### src/rtl/fetch_stage_if.sv
`default_nettype none
// ============================================================================
//  Module      : fetch_stage_if
//  Description : Fetch-to-decode handshake bundle. Carries the head entry of
//                the fetch queue ({pc, inst}) with a valid/ready handshake.
//  Signals     : id_valid_o  - head queue entry valid (fetch -> decode)
//                id_pc_o     - PC of head entry      (fetch -> decode)
//                id_inst_o   - instruction of head   (fetch -> decode)
//                id_ready_i  - decode accepts        (decode -> fetch)
//  Modports    : master (fetch side), slave (decode side)
//  Revision    : 1.0 - initial release
// ============================================================================
interface fetch_stage_if;
  logic        id_valid_o;
  logic [31:0] id_pc_o;
  logic [31:0] id_inst_o;
  logic        id_ready_i;

  modport master (
    output id_valid_o,
    output id_pc_o,
    output id_inst_o,
    input  id_ready_i
  );

  modport slave (
    input  id_valid_o,
    input  id_pc_o,
    input  id_inst_o,
    output id_ready_i
  );
endinterface
`default_nettype wire

### src/rtl/fetch_stage.sv
`default_nettype none
// ============================================================================
//  Module      : fetch_stage
//  Description : PC generator and instruction fetch front end. Drives the
//                instruction ROM (ce/pc), captures the combinational ROM word
//                into a small in-order queue and presents {pc, inst} to decode
//                over a valid/ready handshake. Handles branch redirect and
//                exception flush (flush has priority over branch).
//  Ports       : clk, rst            - clock, synchronous active-high reset
//                ce, pc              - ROM chip enable and fetch address
//                inst_i              - ROM data (combinational from pc)
//                branch_flag_i/_target_i - redirect request and address
//                flush_i, new_pc_i   - exception/ERET flush and target
//                id (master modport) - decode handshake (valid/pc/inst/ready)
//                perf_fetch_o, perf_full_o - only with FETCH_PERF_EN defined
//  Options     : `define FETCH_PERF_EN adds push and queue-full cycle counters
//  Parameters  : RESET_PC (low 2 bits zero), QDEPTH (2 or 4)
//  Revision    : 1.0 - initial release
// ============================================================================
module fetch_stage #(
  parameter logic [31:0] RESET_PC = 32'h0000_0000,
  parameter int          QDEPTH   = 2
) (
  input  logic          clk,
  input  logic          rst,
  output logic          ce,
  output logic [31:0]   pc,
  input  logic [31:0]   inst_i,
  input  logic          branch_flag_i,
  input  logic [31:0]   branch_target_i,
  input  logic          flush_i,
  input  logic [31:0]   new_pc_i,
  fetch_stage_if.master id
`ifdef FETCH_PERF_EN
  ,
  output logic [31:0]   perf_fetch_o,
  output logic [31:0]   perf_full_o
`endif
);

  localparam int             PW      = $clog2(QDEPTH);
  localparam int             CW      = $clog2(QDEPTH) + 1;
  localparam logic [CW-1:0]  C_DEPTH = CW'(QDEPTH);

  // Registered state
  logic          running_q;
  logic [31:0]   pc_q,    pc_d;
  logic [CW-1:0] count_q, count_d;
  logic [PW-1:0] rd_q,    rd_d;
  logic [PW-1:0] wr_q,    wr_d;
  logic [31:0]   qpc_q   [QDEPTH];
  logic [31:0]   qinst_q [QDEPTH];

  logic          redirect;
  logic [31:0]   redirect_pc;
  logic          push;
  logic          pop;
  logic          valid;

  // ce is derived only from registered state; redirects do not gate it,
  // they only suppress the push of the word fetched in that cycle.
  assign ce       = running_q && (count_q < C_DEPTH);
  assign pc       = pc_q;
  assign redirect = flush_i || branch_flag_i;
  assign push     = ce && !redirect;
  assign valid    = (count_q != '0);
  assign pop      = valid && id.id_ready_i;

  // Flush wins over branch; the low two address bits are forced to zero.
  assign redirect_pc = (flush_i ? new_pc_i : branch_target_i) & 32'hFFFF_FFFC;

  assign id.id_valid_o = valid;
  assign id.id_pc_o    = valid ? qpc_q[rd_q]   : 32'h0;
  assign id.id_inst_o  = valid ? qinst_q[rd_q] : 32'h0;

  // Next-state logic. A redirect discards every queued entry: decode only
  // raises branch_flag_i after it has consumed the delay slot, so nothing
  // still queued belongs to the architectural path.
  always_comb begin
    pc_d    = pc_q;
    count_d = count_q;
    rd_d    = rd_q;
    wr_d    = wr_q;
    if (redirect) begin
      pc_d    = redirect_pc;
      count_d = '0;
      rd_d    = '0;
      wr_d    = '0;
    end else begin
      if (push) begin
        pc_d = pc_q + 32'd4;
        wr_d = wr_q + PW'(1);
      end
      if (pop) begin
        rd_d = rd_q + PW'(1);
      end
      case ({push, pop})
        2'b10:   count_d = count_q + CW'(1);
        2'b01:   count_d = count_q - CW'(1);
        default: count_d = count_q;
      endcase
    end
  end

  always_ff @(posedge clk) begin
    if (rst) begin
      running_q <= 1'b0;
      pc_q      <= RESET_PC;
      count_q   <= '0;
      rd_q      <= '0;
      wr_q      <= '0;
    end else begin
      running_q <= 1'b1;
      pc_q      <= pc_d;
      count_q   <= count_d;
      rd_q      <= rd_d;
      wr_q      <= wr_d;
    end
  end

  // Queue storage needs no reset: entries are only ever presented while
  // count is non-zero, i.e. after they have been written.
  always_ff @(posedge clk) begin
    if (push) begin
      qpc_q[wr_q]   <= pc_q;
      qinst_q[wr_q] <= inst_i;
    end
  end

`ifdef FETCH_PERF_EN
  logic [31:0] perf_fetch_q;
  logic [31:0] perf_full_q;

  always_ff @(posedge clk) begin
    if (rst) begin
      perf_fetch_q <= 32'h0;
      perf_full_q  <= 32'h0;
    end else begin
      if (push) begin
        perf_fetch_q <= perf_fetch_q + 32'd1;
      end
      if (running_q && (count_q == C_DEPTH)) begin
        perf_full_q <= perf_full_q + 32'd1;
      end
    end
  end

  assign perf_fetch_o = perf_fetch_q;
  assign perf_full_o  = perf_full_q;
`endif

endmodule
`default_nettype wire
### src/flat_wrapper.sv
// flat-port wrapper written by rule: the top's interface ports become plain ports
module fetch_stage_flat 
#(
  parameter logic [31:0] RESET_PC = 32'h0000_0000,
  parameter int          QDEPTH   = 2
)
  (clk, rst, ce, pc, inst_i, branch_flag_i, branch_target_i, flush_i, new_pc_i, id_id_valid_o, id_id_pc_o, id_id_inst_o, id_id_ready_i);
  fetch_stage_if id_i ();
  input  logic clk;
  input  logic rst;
  output logic ce;
  output logic [31:0] pc;
  input  logic [31:0] inst_i;
  input  logic branch_flag_i;
  input  logic [31:0] branch_target_i;
  input  logic flush_i;
  input  logic [31:0] new_pc_i;
  output wire logic [$bits(id_i.id_valid_o)-1:0] id_id_valid_o;
  output wire logic [$bits(id_i.id_pc_o)-1:0] id_id_pc_o;
  output wire logic [$bits(id_i.id_inst_o)-1:0] id_id_inst_o;
  input wire logic [$bits(id_i.id_ready_i)-1:0] id_id_ready_i;
  assign id_id_valid_o = id_i.id_valid_o;
  assign id_id_pc_o = id_i.id_pc_o;
  assign id_id_inst_o = id_i.id_inst_o;
  assign id_i.id_ready_i = id_id_ready_i;
  fetch_stage #(.RESET_PC(RESET_PC), .QDEPTH(QDEPTH)) u_core (.clk(clk), .rst(rst), .ce(ce), .pc(pc), .inst_i(inst_i), .branch_flag_i(branch_flag_i), .branch_target_i(branch_target_i), .flush_i(flush_i), .new_pc_i(new_pc_i), .id(id_i));
endmodule
### config.mk
export PLATFORM = sky130hd
export DESIGN_NAME = fetch_stage_flat
export DESIGN_NICKNAME = d
export VERILOG_FILES = /design/src/rtl/fetch_stage_if.sv /design/src/rtl/fetch_stage.sv /design/src/flat_wrapper.sv
export SDC_FILE = /design/constraint.sdc
export NUM_CORES = 1
export LEC_CHECK = 0
export BUFFER_PORTS_ARGS = -buffer_cell sky130_fd_sc_hd__buf_2
export CAP_MARGIN = 0
export CORE_ASPECT_RATIO = 0.9
export CORE_UTILIZATION = 45
export DETAILED_ROUTE_END_ITERATION = 10
export MAX_ROUTING_LAYER = met4
export PLACE_DENSITY = 0.76
export SLEW_MARGIN = 20
export SYNTH_ARGS = -nofsm -noshare
export SYNTH_HDL_FRONTEND = slang
export SYNTH_SLANG_ARGS = --single-unit
### constraint.sdc
create_clock -name clk -period 7.5 [get_ports clk]
set_input_delay 0.75 -clock clk [delete_from_list [all_inputs] [get_ports clk]]
set_output_delay 0.75 -clock clk [all_outputs]
set_load 0.02 [all_outputs]
==> results.yml <==
outcome:
  status: "completed"
clocking:
  ctsResizeCount: 0
  worstSkewPairLatency_ns: 0.42
  htreeDepth: 4
  numClockSinks: 160
  cts-root-buf: "clkbuf_16"
  cts.path.max_buffers: 2
  hold_buffers: 0
  cts_tree: "yes"
  clk_pin_slew_worst_paths_ns: 0.06
  cts_buffers: 17
  post-cts-setup-buffers: 0
critical_path:
  path_class: "reg -> out"
  worst_setup_path_start_kind: "flip-flop"
  crit_family: "flip-flops"
  path_buf_inv: 1
  worst_path_max_delay_cell: "dfxtp_4"
  required_ns: 6.75
  critical_path.max_stage_delay_ns: 1.05
  crit_chain: "mux2i_1, nor2_1, buf_2"
  cp_max_fo: 62
  critPathArrivalTime_ns: 2.08
  cp-end-kind: "output port"
synthesis:
  async_flop_share_pct: 0
  synth_edf_count: 124
  syn_inst: 566
  synth.yosys.seq_area_share_pct: 62.62
  ys_ff_latch: 160
  syn-cell-area_mm2: 0.007097
  yosysUniqueCellTypes: 56
  synth_top_flop_cell: "edfxtp_1"
  synth_area_per_cell_um2: 12.54
  yosys_warnings: 0
global_routing:
  grt_pass1_vias: 5025
  antenna_found_initial: 0
  globalRouteMet2Util_pct: 34.91
  globalRouteTotalUtil_pct: 21.80
  grt_max_degree: 63
  grt_busiest_layer: "met2"
  use_met1_pct: 27.25
  grt_overflow: 0
  use_met3_pct: 4.678
  grt_first_pass_wirelength_um: 26230
floorplan:
  start_util_pct: 46.12
  placeableCoreArea_mm2: 0.01539
  top_level_ports: 199
  dieArea_mm2: 0.01628
  die_x_um: 134.4
  num_rows: 43
  die_h_um: 121.1
sta:
  maxSlewViolCount: 0
  min_period_ns: 2.834
  finalSetupViolCount: 0
  finalHoldViolCount: 0
  fmaxAchievable_mhz: 352.8
  clock_skew_ns: 0.006175
  rsz0062_at_grt: "no"
  period_share_pct: 37.79
  max_slew_margin_pct: 26.96
  worst_pin_slew_ns: 1.096
  tns_ns: 0
placed_design:
  hpwl_um: 11690
  port_buffers: 190
  gp_congestion: 0.8888
job:
  cap_violations: 0
finish:
  area_growth_pct: 24.10
  n_antenna_cell: 0
  drive_gt1_share_pct: 32.77
  multiInputGateArea_mm2: 0.002475
  fillCellCount: 1322
  num-nets-final: 853
  seq_area_mm2: 0.004448
  final_util_pct: 57.24
routing:
  drc: 0
  drt_first_pass_iters: 7
  viasPerCell: 5.490
  wirelength_um: 17040
  drtIter0Drc: 401
  vias: 5298
  wl_per_cell_um: 17.66
  ant_nets: 0
min_path:
  worstHoldPathType: "in -> reg"
power_and_ir_drop:
  power.density_mw_per_mm2: 229.2
  total_power_mw: 2.018
  leakage_nw: 3.447
  peakVddDrop_uv: 164.8
## report_power, final
part	switching [mW]	internal, mW	total [mW]
Combinational	0.0903	0.0596	0.150
Sequential	0.0306	0.981	1.01
Clock	0.353	0.504	0.857
## final timing paths
kind | end | slack [ns] | from | cells after the start
setup / recovery | id_id_inst_o[20] | 4.67 | flip-flop | 3
hold / removal | u_core.qinst_q[0][9] | 0.52 | inst_i[9] | 1
setup reg to reg | u_core.qinst_q[0][17] | 4.73 | u_core.count_q[1] | 5
hold reg to reg | u_core.rd_q | 0.52 | u_core.rd_q | 2
## sequential cells by signal, indices dropped and copies added (netlist names), named ones only
| register | cells |
|---|---|
| u_core.running_q | 1 |
| u_core.count_q | 2 |
| u_core.qinst_q | 64 |
| u_core.pc | 30 |
| u_core.rd_q | 1 |
| u_core.wr_q | 1 |
| u_core.qpc_q | 60 |
## final cells by class
cell class / instances / area share [%]
clock inverters: 14 / 1.762
clock buffers: 18 / 4.986
inverters: 13 / 0.5541
well taps: 202 / 2.870
flip-flops and latches: 160 / 50.50
multi-input cells: 363 / 28.10
repair buffers: 195 / 11.22
## cells in the mapped netlist, drive strengths merged (4+ instances only)
cell	n	area share (%)
edfxtp	124	52
a21oi	18	1.3
nand2	25	1.3
o21ai	28	2.0
nor2	88	4.7
nand4	13	1.7
buf	19	1.5
clkbuf	14	0.74
nor4	8	1.8
nor3	8	0.71
mux2i	66	9.3
xor2	9	1.1
o22ai	10	0.97
inv	13	0.69
dfxtp	36	10
o22a	4	0.49
o211a	4	0.56
a31oi	5	0.44
xnor2	13	1.6
nand3	13	1.1
a22oi	7	0.74
a221oi	4	0.49
## metrics by stage
step / instance area, um^2 / setup slack [ns] / hold slack (ns) / cells
2_1_floorplan: 7108 / 2.915 / 0.4749 / 569
6_report: 8807 / 4.666 / 0.5211 / 965
3_5_place_dp: 8213 / 4.403 / 0.5068 / 933
5_1_grt: 8807 / 4.528 / 0.4998 / 965
4_1_cts: 8807 / 4.642 / 0.5031 / 965
3_3_place_gp: 8213 / 4.506 / 0.4908 / 933
## kinds of logic after synthesis
group,count (synthesis),share of synthesized area (%)
compound gates,99,9.326
xor+xnor,22,2.715
fa+ha+maj,2,0.3526
buf+inv,46,2.891
flops,160,62.62
mux,66,9.309
other cells,1,0.05284
simple gates,170,12.73
## routing by layer
metal | routed length (um) | up-vias
met3 | 1344 | 35
met4 | 325 | 0
met1 | 7108 | 2525
li1 | - | 2476
met5 | 0 | -
met2 | 8264 | 262
## cell usage in the layout (no fill, tap or decap), types with 5 or more instances in the layout
master / n
buf_2: 190
nand3_1: 12
nand4_1: 10
a21oi_1: 18
o21ai_1: 13
a31oi_1: 5
xor2_1: 9
o22ai_1: 9
dfxtp_1: 35
nand2_1: 25
clkbuf_16: 17
inv_1: 9
xnor2_1: 13
mux2i_1: 66
edfxtp_1: 124
inv_6: 5
nor4_4: 5
nor3_1: 6
clkinvlp_4: 5
o21ai_0: 15
buf_4: 5
nor2_1: 86
a22oi_1: 7
Note: power is estimated with default switching activity, not from simulation.
